$ cat config.mk
export PLATFORM = sky130hd
export DESIGN_NAME = rtc_bus_arbiter_flat
export DESIGN_NICKNAME = d
export VERILOG_FILES = /design/src/rtl/rtc_bus_arbiter_if.sv /design/src/rtl/rtc_bus_arbiter.sv /design/src/flat_wrapper.sv
export SDC_FILE = /design/constraint.sdc
export NUM_CORES = 1
export LEC_CHECK = 0
export ABC_AREA = 1
export ABC_CLOCK_PERIOD_IN_PS = 1200
export BUFFER_PORTS_ARGS = -buffer_cell sky130_fd_sc_hd__buf_2
export CORE_MARGIN = 2
export CORE_UTILIZATION = 35
export DETAILED_ROUTE_END_ITERATION = 16
export GPL_TIMING_DRIVEN = 0
export HOLD_SLACK_MARGIN = 0.12
export SLEW_MARGIN = 20
export SYNTH_ARGS = -nofsm -noshare
export SYNTH_HDL_FRONTEND = slang
export SYNTH_SLANG_ARGS = --single-unit
$ cat constraint.sdc
create_clock -name clk -period 1.2 [get_ports clk]
set_input_delay 0.06 -clock clk [delete_from_list [all_inputs] [get_ports clk]]
set_output_delay 0.06 -clock clk [all_outputs]
set_load 0.02 [all_outputs]
$ cat src/rtl/rtc_bus_arbiter_if.sv
// Bundle of request/done inputs and grant/status outputs between the RTC bus arbiter
// and its clients (user FSM, display refresh, read/write sequencers).
interface rtc_bus_arbiter_if;
  logic       wr_req;
  logic       rd_req;
  logic       rd_done;
  logic       wr_done;
  logic       en_rd;
  logic       en_wr;
  logic [1:0] bus_sel;
  logic       wr_ack;
  logic       rd_valid;
  logic       busy;
  logic       timeout_err;

  modport master (
    input  wr_req, rd_req, rd_done, wr_done,
    output en_rd, en_wr, bus_sel, wr_ack, rd_valid, busy, timeout_err
  );

  modport slave (
    output wr_req, rd_req, rd_done, wr_done,
    input  en_rd, en_wr, bus_sel, wr_ack, rd_valid, busy, timeout_err
  );
endinterface

$ cat src/rtl/rtc_bus_arbiter.sv
// Arbiter for the shared RTC AD/CS/WR/RD bus: periodic/on-demand reads, user writes, turnaround gap.
// Optional per-grant watchdog enabled by defining RTC_ARB_TIMEOUT_EN.
module rtc_bus_arbiter #(
  parameter int unsigned READ_PERIOD = 1000,
  parameter int unsigned GAP_CYCLES  = 4,
  parameter int unsigned TIMEOUT     = 255
) (
  input logic               clk,
  input logic               reset,
  rtc_bus_arbiter_if.master bus
);

  localparam int unsigned TW = $clog2(READ_PERIOD);
  localparam int unsigned GW = (GAP_CYCLES > 1) ? $clog2(GAP_CYCLES) : 1;

  if (READ_PERIOD < 2 || GAP_CYCLES < 1 || TIMEOUT < 2) begin : g_param_check
    $error("rtc_bus_arbiter: parameter out of range");
  end

  typedef enum logic [1:0] {StIdle, StGntRd, StGntWr, StGap} state_e;

  state_e        state_q, state_d;
  logic [TW-1:0] timer_q;
  logic [GW-1:0] gap_cnt_q;
  logic          rd_pend_q, rd_pend_d;
  logic          last_wr_q;
  logic          timer_tc, rd_pend_eff, rd_fin, wr_fin, gap_done, to_hit;
  logic          en_rd_q, en_wr_q, wr_ack_q, rd_valid_q, busy_q;
  logic          en_rd_d, en_wr_d, wr_ack_d, rd_valid_d, busy_d;
  logic [1:0]    bus_sel_q, bus_sel_d;

  assign timer_tc    = (timer_q == TW'(READ_PERIOD - 1));
  // A same-cycle timer wrap or rd_req counts as pending so arbitration reacts without delay.
  assign rd_pend_eff = rd_pend_q | bus.rd_req | timer_tc;
  assign rd_fin      = (state_q == StGntRd) && bus.rd_done;
  assign wr_fin      = (state_q == StGntWr) && bus.wr_done;
  assign gap_done    = (gap_cnt_q == GW'(GAP_CYCLES - 1));

`ifdef RTC_ARB_TIMEOUT_EN
  localparam int unsigned TOW = (TIMEOUT > 1) ? $clog2(TIMEOUT) : 1;

  logic [TOW-1:0] to_cnt_q;
  logic           timeout_err_q;
  logic           in_grant;

  assign in_grant = (state_q == StGntRd) || (state_q == StGntWr);
  assign to_hit   = in_grant && (to_cnt_q == TOW'(TIMEOUT - 1)) && !rd_fin && !wr_fin;

  always_ff @(posedge clk) begin
    if (reset) begin
      to_cnt_q      <= '0;
      timeout_err_q <= 1'b0;
    end else begin
      to_cnt_q <= (in_grant && state_d == state_q) ? to_cnt_q + 1'b1 : '0;
      if (to_hit) timeout_err_q <= 1'b1;
    end
  end

  assign bus.timeout_err = timeout_err_q;
`else
  assign to_hit          = 1'b0;
  assign bus.timeout_err = 1'b0;
`endif

  always_ff @(posedge clk) begin
    if (reset) begin
      state_q   <= StIdle;
      timer_q   <= '0;
      gap_cnt_q <= '0;
      rd_pend_q <= 1'b0;
      last_wr_q <= 1'b0;
    end else begin
      state_q   <= state_d;
      timer_q   <= timer_tc ? '0 : timer_q + 1'b1;
      gap_cnt_q <= (state_q == StGap && state_d == StGap) ? gap_cnt_q + 1'b1 : '0;
      rd_pend_q <= rd_pend_d;
      if (wr_fin)      last_wr_q <= 1'b1;
      else if (rd_fin) last_wr_q <= 1'b0;
    end
  end

  always_comb begin
    state_d = state_q;
    unique case (state_q)
      StIdle: begin
        if (bus.wr_req && rd_pend_eff) state_d = last_wr_q ? StGntRd : StGntWr;
        else if (bus.wr_req)           state_d = StGntWr;
        else if (rd_pend_eff)          state_d = StGntRd;
      end
      StGntRd: if (rd_fin || to_hit) state_d = StGap;
      StGntWr: if (wr_fin || to_hit) state_d = StGap;
      StGap:   if (gap_done) state_d = StIdle;
      default: state_d = StIdle;
    endcase
  end

  always_comb begin
    rd_pend_d  = (state_q == StIdle && state_d == StGntRd) ? 1'b0 : rd_pend_eff;
    en_rd_d    = (state_d == StGntRd);
    en_wr_d    = (state_d == StGntWr);
    bus_sel_d  = {en_wr_d, en_rd_d};
    wr_ack_d   = wr_fin;
    rd_valid_d = rd_fin;
    busy_d     = (state_d != StIdle);
  end

  always_ff @(posedge clk) begin
    if (reset) begin
      en_rd_q    <= 1'b0;
      en_wr_q    <= 1'b0;
      bus_sel_q  <= 2'b00;
      wr_ack_q   <= 1'b0;
      rd_valid_q <= 1'b0;
      busy_q     <= 1'b0;
    end else begin
      en_rd_q    <= en_rd_d;
      en_wr_q    <= en_wr_d;
      bus_sel_q  <= bus_sel_d;
      wr_ack_q   <= wr_ack_d;
      rd_valid_q <= rd_valid_d;
      busy_q     <= busy_d;
    end
  end

  assign bus.en_rd    = en_rd_q;
  assign bus.en_wr    = en_wr_q;
  assign bus.bus_sel  = bus_sel_q;
  assign bus.wr_ack   = wr_ack_q;
  assign bus.rd_valid = rd_valid_q;
  assign bus.busy     = busy_q;

endmodule
$ cat src/flat_wrapper.sv
// flat-port wrapper written by rule: the top's interface ports become plain ports
module rtc_bus_arbiter_flat 
#(
  parameter int unsigned READ_PERIOD = 1000,
  parameter int unsigned GAP_CYCLES  = 4,
  parameter int unsigned TIMEOUT     = 255
)
  (clk, reset, bus_wr_req, bus_rd_req, bus_rd_done, bus_wr_done, bus_en_rd, bus_en_wr, bus_bus_sel, bus_wr_ack, bus_rd_valid, bus_busy, bus_timeout_err);
  rtc_bus_arbiter_if bus_i ();
  input logic clk;
  input logic reset;
  input wire logic [$bits(bus_i.wr_req)-1:0] bus_wr_req;
  input wire logic [$bits(bus_i.rd_req)-1:0] bus_rd_req;
  input wire logic [$bits(bus_i.rd_done)-1:0] bus_rd_done;
  input wire logic [$bits(bus_i.wr_done)-1:0] bus_wr_done;
  output wire logic [$bits(bus_i.en_rd)-1:0] bus_en_rd;
  output wire logic [$bits(bus_i.en_wr)-1:0] bus_en_wr;
  output wire logic [$bits(bus_i.bus_sel)-1:0] bus_bus_sel;
  output wire logic [$bits(bus_i.wr_ack)-1:0] bus_wr_ack;
  output wire logic [$bits(bus_i.rd_valid)-1:0] bus_rd_valid;
  output wire logic [$bits(bus_i.busy)-1:0] bus_busy;
  output wire logic [$bits(bus_i.timeout_err)-1:0] bus_timeout_err;
  assign bus_i.wr_req = bus_wr_req;
  assign bus_i.rd_req = bus_rd_req;
  assign bus_i.rd_done = bus_rd_done;
  assign bus_i.wr_done = bus_wr_done;
  assign bus_en_rd = bus_i.en_rd;
  assign bus_en_wr = bus_i.en_wr;
  assign bus_bus_sel = bus_i.bus_sel;
  assign bus_wr_ack = bus_i.wr_ack;
  assign bus_rd_valid = bus_i.rd_valid;
  assign bus_busy = bus_i.busy;
  assign bus_timeout_err = bus_i.timeout_err;
  rtc_bus_arbiter #(.READ_PERIOD(READ_PERIOD), .GAP_CYCLES(GAP_CYCLES), .TIMEOUT(TIMEOUT)) u_core (.clk(clk), .reset(reset), .bus(bus_i));
endmodule
==> metrics.csv <==
metric;value;unit
syn-cell-area;870.8;um2
grt-ovfl-total;0;
path_class;flip-flop to flip-flop;
final_max_slew_viol_count;0;
grt_usage;0.1176;
finalHoldViolCount;0;
crit_fanout;3;
port_buffers;12;
violations;negative setup slack;
cts_tree;yes;
ys_types;21;
numCtsBuffers;3;
drt_pass1_iterations;3;
place.gp.congestion;0.7949;
fp-row-count;18;
slowest_delay;0.37;ns
drive_above_1_share;0.3258;
drtIter0Drc;7;
routed_wl;1471;um
fin_area;1102;um2
area_growth;26.58;%
antenna_left;0;
startpoint_type;flip-flop;
root_buffer;clkbuf_4;
start_util;0.3614;
num_antenna_cells;0;
detail_route.wl_per_cell;9.080;um
yosysWarningCount;0;
cap_violations;0;
antenna_found_initial;0;
grt_pass1_vias;608;
post-dp-hpwl;1057;um
end_kind;flip-flop;
grt_start_max_net_pins;13;
synth_cells;109;
holdCritPathClass;input port to flip-flop;
setup_violations;2;
status;finished with violations;
fin_crit_sh;1.010;
place_area;983.4;um2
grt_pass1_wl;2415;um
clk_path_buf_depth;2;
crit_arrival;1.42;ns
worstSkewPairLatency;0.30;ns
leakage;0.5110;nW
skew;0.007359;ns
slowest_stage;dfxtp_2;
core;2410;um2
nets;141;
die_area;2903;um2
die_w;53.88;um
avgSynthCellArea;7.989;um2
vias;719;
crit_chain;ha_4 -> nand2_2 -> nor2_2 -> nand3_2 -> nand2_2 -> nand2_1 -> nand2_1 -> nand2_2 -> nand2_2 -> nand2_1;
cts_sinks;21;
fmax;0.8253;GHz
ioPinCount;14;
clkTransAtPathRegs;0.12;ns
ys_ff_latch;21;
seq_area_frac_synth;0.4828;
synth_fp_nets;117;
setup_ws;-0.01162;ns
yosysTopAreaCell;dfxtp_1;
period_minus_slack;1.212;ns
worst-path-buf-inv;0;
fp.dieH;53.88;um
route.detailed.drc;0;
ir_drop;699.0;uV
fin_tns_setup;-0.01688;ns
cp.required;1.41;ns
crit_family;simple AND/OR/NAND/NOR gates;
cp_common_cell;nand2_2;
holdWs;0.1322;ns
cts.htree.levels;1;
rsz0062_at_grt;yes;
rrSetupSlack;-0.01;ns
synth.top_cell.area_share;0.4828;
viasPerCell;4.438;
ys_top_cells_by_area;dfxtp_1 48%, nor2_1 9.5%, nand2_1 6.9%, inv_1 6.5%, xor2_1 4.0%;
powerDensity;1237;nW/um2
[layer usage]
metal,GRT usage,up-vias,wire [um]
met2,0.1850,8,728
met4,0.07692,0,19
met5,0,-,0
li1,-,383,-
met3,0.01667,2,29
met1,0.1490,326,694
[logic make-up (layout without fill, tap and decap cells)]
group | after synthesis | after routing | share of synthesized area
compound gates | 5 | 5 | 0.03591
buf+inv | 18 | 41 | 0.09051
fa+ha+maj | 2 | 2 | 0.02873
xor+xnor | 4 | 4 | 0.04023
simple gates | 58 | 58 | 0.3175
other cells | 1 | 1 | 0.004306
flops | 21 | 21 | 0.4828
[tightest hold or removal path, stage by stage]
cell and delay [ns]:
buf_2 0.09, inv_1 0.12, nand2_1 0.10, nor2_1 0.03
[per-stage QoR]
| stage | utilization | power, mW | instances | setup slack, ns |
|---|---|---|---|---|
| after floorplan | - | 0.9536 | 109 | 0.001302 |
| after global placement | 0.4081 | 1.012 | 151 | -0.09210 |
| after detailed placement | 0.4081 | 1.018 | 151 | -0.1114 |
| after CTS | 0.4533 | 1.384 | 161 | -0.01254 |
| after global routing | 0.4574 | 1.446 | 162 | -0.1471 |
| final | 0.4574 | 1.364 | 162 | -0.01162 |
[layout by cell type (no fill, tap or decap)]
cell type,Yosys,routed
buf_4,3,6
clkbuf_4,0,3
inv_1,15,15
nand3_1,3,2
nor3_4,0,1
nand3_4,0,1
a31o_2,1,1
nand2_1,16,13
xor2_1,4,4
nor3b_1,1,1
conb_1,1,1
dfxtp_2,0,2
a21oi_1,1,1
clkinv_2,0,1
ha_1,2,1
nand2_2,4,7
nor2_1,22,21
dfxtp_1,21,19
o21ai_1,0,1
nand3_2,3,3
nand4_1,1,1
ha_4,0,1
buf_2,0,12
nor2_2,3,4
or2_2,1,1
o22ai_1,2,2
dlygate4sd3_1,0,4
nor3_1,3,3
[synth_stat cells]
| cell | number |
|---|---|
| nand2_1 | 16 |
| nand3_2 | 3 |
| nor3_2 | 1 |
| nor2_1 | 22 |
| o22ai_1 | 2 |
| o21ai_0 | 1 |
| xor2_1 | 4 |
| nor3_1 | 3 |
| ha_1 | 2 |
| nand2_2 | 4 |
| inv_1 | 15 |
| nand4_1 | 1 |
| buf_4 | 3 |
| a21oi_1 | 1 |
| nand3_1 | 3 |
| nor3b_1 | 1 |
| or2_2 | 1 |
| conb_1 | 1 |
| a31o_2 | 1 |
| dfxtp_1 | 21 |
| nor2_2 | 3 |
[worst paths after layout]
kind	from	endpoint	cells after the start
setup / recovery	u_core.timer_q[0]$_SDFF_PP0_	u_core.bus.busy$_SDFF_PP0_	10
hold / removal	reset	u_core.timer_q[2]$_SDFF_PP0_	4
setup reg to reg	u_core.timer_q[0]$_SDFF_PP0_	u_core.bus.busy$_SDFF_PP0_	10
hold reg to reg	u_core.gap_cnt_q[0]$_SDFF_PP0_	u_core.gap_cnt_q[0]$_SDFF_PP0_	1
[layout make-up]
type                       count  area, um2
inverter                      15      56.30
clock buffer                   3      22.52
timing repair buffer          19      122.6
buffer                         3      22.52
fill                         239       1308
multi-input combinational     70      412.9
tap                           30      37.54
sequential                    21      422.9
clock inverter                 1      5.005
[where the power goes]
part           internal, mW  switching, mW  total [mW]
clock                 0.124          0.209       0.333
combinational         0.106          0.140       0.246
sequential            0.746         0.0389       0.785
[sequential cells by signal, summed over array words and instances (netlist names)]
| signal | flops |
|---|---|
| u_core.bus.bus_sel | 2 |
| u_core.bus.busy | 1 |
| u_core.bus.rd_valid | 1 |
| u_core.bus.wr_ack | 1 |
| u_core.gap_cnt_q | 2 |
| u_core.last_wr_q | 1 |
| u_core.rd_pend_q | 1 |
| u_core.state_q | 2 |
| u_core.timer_q | 10 |
[timing repair]
item | 4_1_cts | 5_1_grt
hold buffers | 4 | 0
pin swaps | 5 | 3
cloned | 0 | 0
setup endpoints to repair | 14 | 14
resized for setup | 7 | 1
setup buffers | 2 | 1
hold endpoints to repair | 3 | 0
(Power assumes the default switching activity.)
